`src/rtl/clefia_pkg.sv`:
```
// Shared definitions for the CLEFIA key-schedule constant generator.
// Holds the key-length encoding, FSM state type, default P/Q constants and
// initial T values, per-key-length word counts, and the two pure functions
// that define a constant word and the GF(2^16) x^-1 step.
package clefia_pkg;

  typedef enum logic [1:0] {
    KL_128 = 2'd0,
    KL_192 = 2'd1,
    KL_256 = 2'd2,
    KL_BAD = 2'd3
  } key_len_e;

  typedef enum logic {
    S_IDLE = 1'b0,
    S_RUN  = 1'b1
  } state_e;

  localparam logic [15:0] P_DEF     = 16'hB7E1;
  localparam logic [15:0] Q_DEF     = 16'h243F;
  localparam logic [15:0] IV128_DEF = 16'h428A;
  localparam logic [15:0] IV192_DEF = 16'h7137;
  localparam logic [15:0] IV256_DEF = 16'hB5C0;

  localparam logic [5:0] WORDS_128 = 6'd30;
  localparam logic [5:0] WORDS_192 = 6'd42;
  localparam logic [5:0] WORDS_256 = 6'd46;

  // Multiply by x^-1 modulo z^16+z^15+z^13+z^11+z^5+z^4+1.
  function automatic logic [15:0] mulinv(input logic [15:0] t);
    return t[0] ? ((t >> 1) ^ 16'hD418) : (t >> 1);
  endfunction

  // Two 32-bit CON values packed MSB first: {CON_2j, CON_2j+1}.
  function automatic logic [63:0] con_word(input logic [15:0] t,
                                           input logic [15:0] p = P_DEF,
                                           input logic [15:0] q = Q_DEF);
    return {t ^ p, {~t[14:0], ~t[15]}, ~t ^ q, {t[7:0], t[15:8]}};
  endfunction

  function automatic logic [5:0] word_count(input key_len_e kl);
    case (kl)
      KL_192:  return WORDS_192;
      KL_256:  return WORDS_256;
      default: return WORDS_128;
    endcase
  endfunction

endpackage

```
`src/rtl/clefia_con_lane.sv`:
```
// One combinational lane of the constant generator.
// Ports: t (current 16-bit T), word (64-bit constant word for t),
//        next_t (T for the following word index).
module clefia_con_lane
  import clefia_pkg::*;
#(
  parameter logic [15:0] P_CONST = P_DEF,
  parameter logic [15:0] Q_CONST = Q_DEF
) (
  input  logic [15:0] t,
  output logic [63:0] word,
  output logic [15:0] next_t
);

  assign word   = con_word(t, P_CONST, Q_CONST);
  assign next_t = mulinv(t);

endmodule

```
`src/rtl/clefia_con_gen.sv`:
```
// Streams CLEFIA key-schedule constants (30/42/46 words for 128/192/256-bit
// keys) over valid/ready, LANES words per beat, computing T on the fly.
// Ports: clk, rst (sync, active-high); start/key_len request a sequence;
//        busy while running; err pulses on an illegal key_len;
//        con_valid/con_ready handshake; con (LANES x 64-bit words, lane 0
//        lowest); con_idx word index of lane 0; con_last on the final beat.
module clefia_con_gen
  import clefia_pkg::*;
#(
  parameter int          LANES   = 1,
  parameter logic [15:0] P_CONST = P_DEF,
  parameter logic [15:0] Q_CONST = Q_DEF,
  parameter logic [15:0] IV128   = IV128_DEF,
  parameter logic [15:0] IV192   = IV192_DEF,
  parameter logic [15:0] IV256   = IV256_DEF
) (
  input  logic                  clk,
  input  logic                  rst,
  input  logic                  start,
  input  logic [1:0]            key_len,
  output logic                  busy,
  output logic                  err,
  output logic                  con_valid,
  input  logic                  con_ready,
  output logic [64*LANES-1:0]   con,
  output logic [5:0]            con_idx,
  output logic                  con_last
);

  state_e      state;
  logic [15:0] t_q;
  logic [5:0]  idx;
  logic [5:0]  n;
  logic [15:0] iv_sel;

  // T for each lane; t_chain[LANES] is T after a full beat.
  logic [15:0] t_chain [LANES+1];
  logic [63:0] words   [LANES];

  assign t_chain[0] = t_q;

  for (genvar k = 0; k < LANES; k++) begin : g_lane
    clefia_con_lane #(
      .P_CONST (P_CONST),
      .Q_CONST (Q_CONST)
    ) u_lane (
      .t      (t_chain[k]),
      .word   (words[k]),
      .next_t (t_chain[k+1])
    );
    assign con[64*k +: 64] = con_valid ? words[k] : 64'd0;
  end

  // NOTE: every signal written in always_comb gets a default first so no
  // path can leave it unassigned and infer a latch.
  always_comb begin
    iv_sel = IV128;
    case (key_len_e'(key_len))
      KL_192:  iv_sel = IV192;
      KL_256:  iv_sel = IV256;
      default: iv_sel = IV128;
    endcase
  end

  assign busy      = (state == S_RUN);
  assign con_valid = busy;
  assign con_idx   = con_valid ? idx : 6'd0;
  // 7-bit compare so idx + LANES cannot wrap before the comparison.
  assign con_last  = con_valid && (({1'b0, idx} + 7'(LANES)) == {1'b0, n});

  // NOTE: sequential state uses non-blocking assignments so every register
  // samples pre-edge values regardless of statement order.
  always_ff @(posedge clk) begin
    if (rst) begin
      state <= S_IDLE;
      t_q   <= 16'd0;
      idx   <= 6'd0;
      n     <= 6'd0;
      err   <= 1'b0;
    end else begin
      err <= 1'b0;
      case (state)
        S_IDLE: begin
          if (start) begin
            if (key_len_e'(key_len) == KL_BAD) begin
              err <= 1'b1;
            end else begin
              t_q   <= iv_sel;
              idx   <= 6'd0;
              n     <= word_count(key_len_e'(key_len));
              state <= S_RUN;
            end
          end
        end
        S_RUN: begin
          // start is deliberately ignored here, including on the last beat.
          if (con_ready) begin
            t_q <= t_chain[LANES];
            idx <= idx + 6'(LANES);
            if (con_last) state <= S_IDLE;
          end
        end
        default: state <= S_IDLE;
      endcase
    end
  end

endmodule

```
`config.mk`:
```
export PLATFORM = sky130hd
export DESIGN_NAME = clefia_con_gen
export DESIGN_NICKNAME = d
export VERILOG_FILES = /design/src/rtl/clefia_pkg.sv /design/src/rtl/clefia_con_lane.sv /design/src/rtl/clefia_con_gen.sv
export SDC_FILE = /design/constraint.sdc
export NUM_CORES = 1
export LEC_CHECK = 0
export CAP_MARGIN = 20
export CORE_ASPECT_RATIO = 1.4
export CORE_MARGIN = 2
export CORE_UTILIZATION = 43
export DETAILED_ROUTE_END_ITERATION = 16
export PLACE_DENSITY = 0.77
export SLEW_MARGIN = 30
export SYNTH_ARGS = -nofsm -noshare
export SYNTH_HDL_FRONTEND = slang
export SYNTH_SLANG_ARGS = --single-unit
```
`constraint.sdc`:
```
create_clock -name clk -period 1.8 [get_ports clk]
set_input_delay 0.45 -clock clk [delete_from_list [all_inputs] [get_ports clk]]
set_output_delay 0.45 -clock clk [all_outputs]
set_load 0.01 [all_outputs]
```
==> results_dict.tcl <==
set metrics [dict create \
    fp.coreArea_mm2 0.00420 \
    rsz0062_at_grt "yes" \
    finalHoldViolCount 0 \
    grt.overflow.total 0 \
    numCtsBuffers 3 \
    clock.fmax_mhz 472 \
    cts_tree "yes" \
    final_cell_count_no_fill 382 \
    wl_met3_um 267 \
    hold_depth 2 \
    gp_congestion 0.865 \
    synth_area_per_cell_um2 7.75 \
    placed_cell_area_mm2 0.00283 \
    layout.nets 350 \
    ir_drop_v 0.000347 \
    clockBufferDepth 2 \
    hpwl_um 3800 \
    vias 1987 \
    worst_slew_pin_slew_ns 0.323 \
    status "finished, violations left" \
    die_y_um 82.0 \
    start_kind "flop" \
    critPathSlowestCell "dfxtp_2" \
    dr.pass1.iters 4 \
    worstPathCellList "buf_6 -> nand3_4 -> xor2_2 -> mux2i_2 -> nor4_4 -> buf_2" \
    setup_viol 4 \
    place_ws_ns -0.462 \
    r2r_cells 8 \
    power.leakage_uw 0.00140 \
    antenna_cells 0 \
    worst-path-max-fanout 4 \
    drive_gt1_share_pct 53.1 \
    io_pins 80 \
    grt_pass1_wl_um 8400 \
    yosysWarnings 0 \
    finalPower_uw 1900 \
    crit_path_end_kind "output port" \
    synth_cells 241 \
    drt_iter0_drc 72 \
    arrival_ns 1.67 \
    m1WireLength_um 2190 \
    postRouteAntennaNets 0 \
    final_max_slew_viol_count 0 \
    port_buffers 79 \
    worstHoldPathType "flop to flop" \
    cp.depth 6 \
    numPlacedInstances 370 \
    start_util_pct 44.4 \
    slowest_delay_ns 0.37 \
    cts_root_buffer "clkbuf_8" \
    synth_cell_type_count 41 \
    synth_area_mm2 0.00187 \
    synth_nets 253 \
    fillers 346 \
    synth_top_flop_cell "dfxtp_1" \
    worst_slack_ns -0.320 \
    die_area_mm2 0.00489 \
    maxSlewHeadroom_pct 78.4 \
    finalCritPeriodShare_pct 118 \
    worst-path-buf-inv 2 \
    maxCapViolCount 0 \
    antenna_found_initial 0 \
    cts-htree-levels 1 \
    yosysSeqAreaShare_pct 30.0 \
    clk_pin_slew_ns 0.11 \
    final_cell_area_mm2 0.00292 \
    routed_via_density 5.20 \
    crit_family "simple AND/OR/NAND/NOR gates" \
    worstPathRequired_ns 1.35 \
    grt_start_max_net_pins 29 \
    async_reset_ff_share_pct 0 \
    rows 28 \
    fin_worst_skew_ns 0.0174 \
    track_usage_pct 22.0 \
    p_per_area_mw_per_mm2 651 \
    wl_per_cell_um 15.1 \
    synth_edf_count 0 \
    wl_met2_um 3150 \
    first_global_vias 1899 \
    clkLatencyLatePin_ns 0.28 \
    areaGrowthSynthToFinish_pct 56.5 \
    die_x_um 59.7 \
    ctsHoldBuffers 0 \
    cts_sinks 28 \
    critPathKind "flop to output port" \
    post-route-min-period_ns 2.12 \
    ys_seq_elements 28 \
    violations "negative setup slack" \
    drc_errors 0 \
    drt-total-wl_um 5790 \
    top_layer "met4" \
]
-- Yosys cell counts (2+ instances only) --
master,number,area [um2]
inv_1,2,7.51
buf_6,2,22.5
a211oi_1,3,22.5
nor3_1,18,90.1
o21ai_0,4,20.0
nand2b_1,2,12.5
nand2_2,2,12.5
xnor2_1,6,52.6
clkbuf_1,5,18.8
a21oi_1,17,85.1
nor2_1,41,154
buf_4,34,255
or3_1,2,12.5
xor2_1,3,26.3
ha_1,6,75.1
nor2b_1,5,31.3
dfxtp_1,28,561
nand2_1,8,30.0
buf_2,4,20.0
and2_1,22,138
nand3_1,6,30.0
buf_1,2,7.51
-- tightest hold or removal path, cell delays in order (launching register included) --
cell	delay, ns
dfxtp_1	0.34
nand2_1	0.06
a21oi_1	0.05
-- area by class of cell --
class / count / area, um2 / share of cell area [%]
Multi-Input combinational cell: 163 / 1140 / 39.1
Clock buffer: 3 / 41.3 / 1.41
Timing Repair Buffer: 139 / 1060 / 36.2
Tap cell: 45 / 56.3 / 1.93
Clock inverter: 1 / 30.0 / 1.03
Sequential cell: 28 / 572 / 19.6
Inverter: 3 / 23.8 / 0.813
-- sequential cells by signal (all words and copies together) (netlist names) --
name	flops
busy	1
err	1
idx	6
n	4
t_q	16
-- path summary, 6_finish.rpt --
check,to,startpoint,slack [ns]
max,con_last,idx[1],-0.32
min,t_q[10],t_q[10],0.48
max reg2reg,t_q[14],busy,0.06
min reg2reg,t_q[10],t_q[10],0.48
-- cells by family after synthesis --
logic type | after synthesis | synth area share, %
AO/OA/AOI/OAI | 30 | 9.71
XOR/XNOR | 10 | 5.09
adder cells (fa/ha/maj) | 6 | 4.02
buffers and inverters | 50 | 18.0
flip-flops | 28 | 30.0
multiplexers | 1 | 0.536
AND/OR/NAND/NOR | 116 | 32.7
-- repair_timing --
item,in CTS,in global routing
endpoints found under the setup margin,77,62
buffers inserted,3,4
gates cloned,1,0
gates resized for setup,197,114
pin swaps,1,7
-- placed cells by master (no fill, tap or decap), drive strengths merged, types with 5 or more instances in the layout --
cell type / Yosys / final
clkdlybuf4s50: 0 / 6
xnor2: 6 / 6
clkdlybuf4s15: 0 / 6
nor3: 18 / 18
nand2: 10 / 10
nand3: 7 / 7
dfxtp: 28 / 28
a21oi: 18 / 18
nor2: 41 / 41
and2: 23 / 23
buf: 42 / 93
nor2b: 5 / 5
ha: 6 / 6
clkbuf: 5 / 34
-- layer usage --
metal  global-route usage, %  vias up
li1                        -      951
met5                       0        -
met3                    2.05       17
met4                    8.89        0
met2                    43.4       66
met1                    22.6      953
-- power breakdown --
group	switching [uW]	internal [uW]
Combinational	344	347
Clock	203	298
Sequential	47.1	664
-- per-stage QoR --
stage	utilization, %	TNS, ns	hold WS, ns
6_report	69.5	-0.326	0.481
5_1_grt	69.5	-0.579	0.505
4_1_cts	70.4	-0.372	0.474
3_5_place_dp	67.4	-9.27	0.459
3_3_place_gp	67.4	-7.95	0.452
2_1_floorplan	-	0	0.441
(Power assumes the default switching activity.)
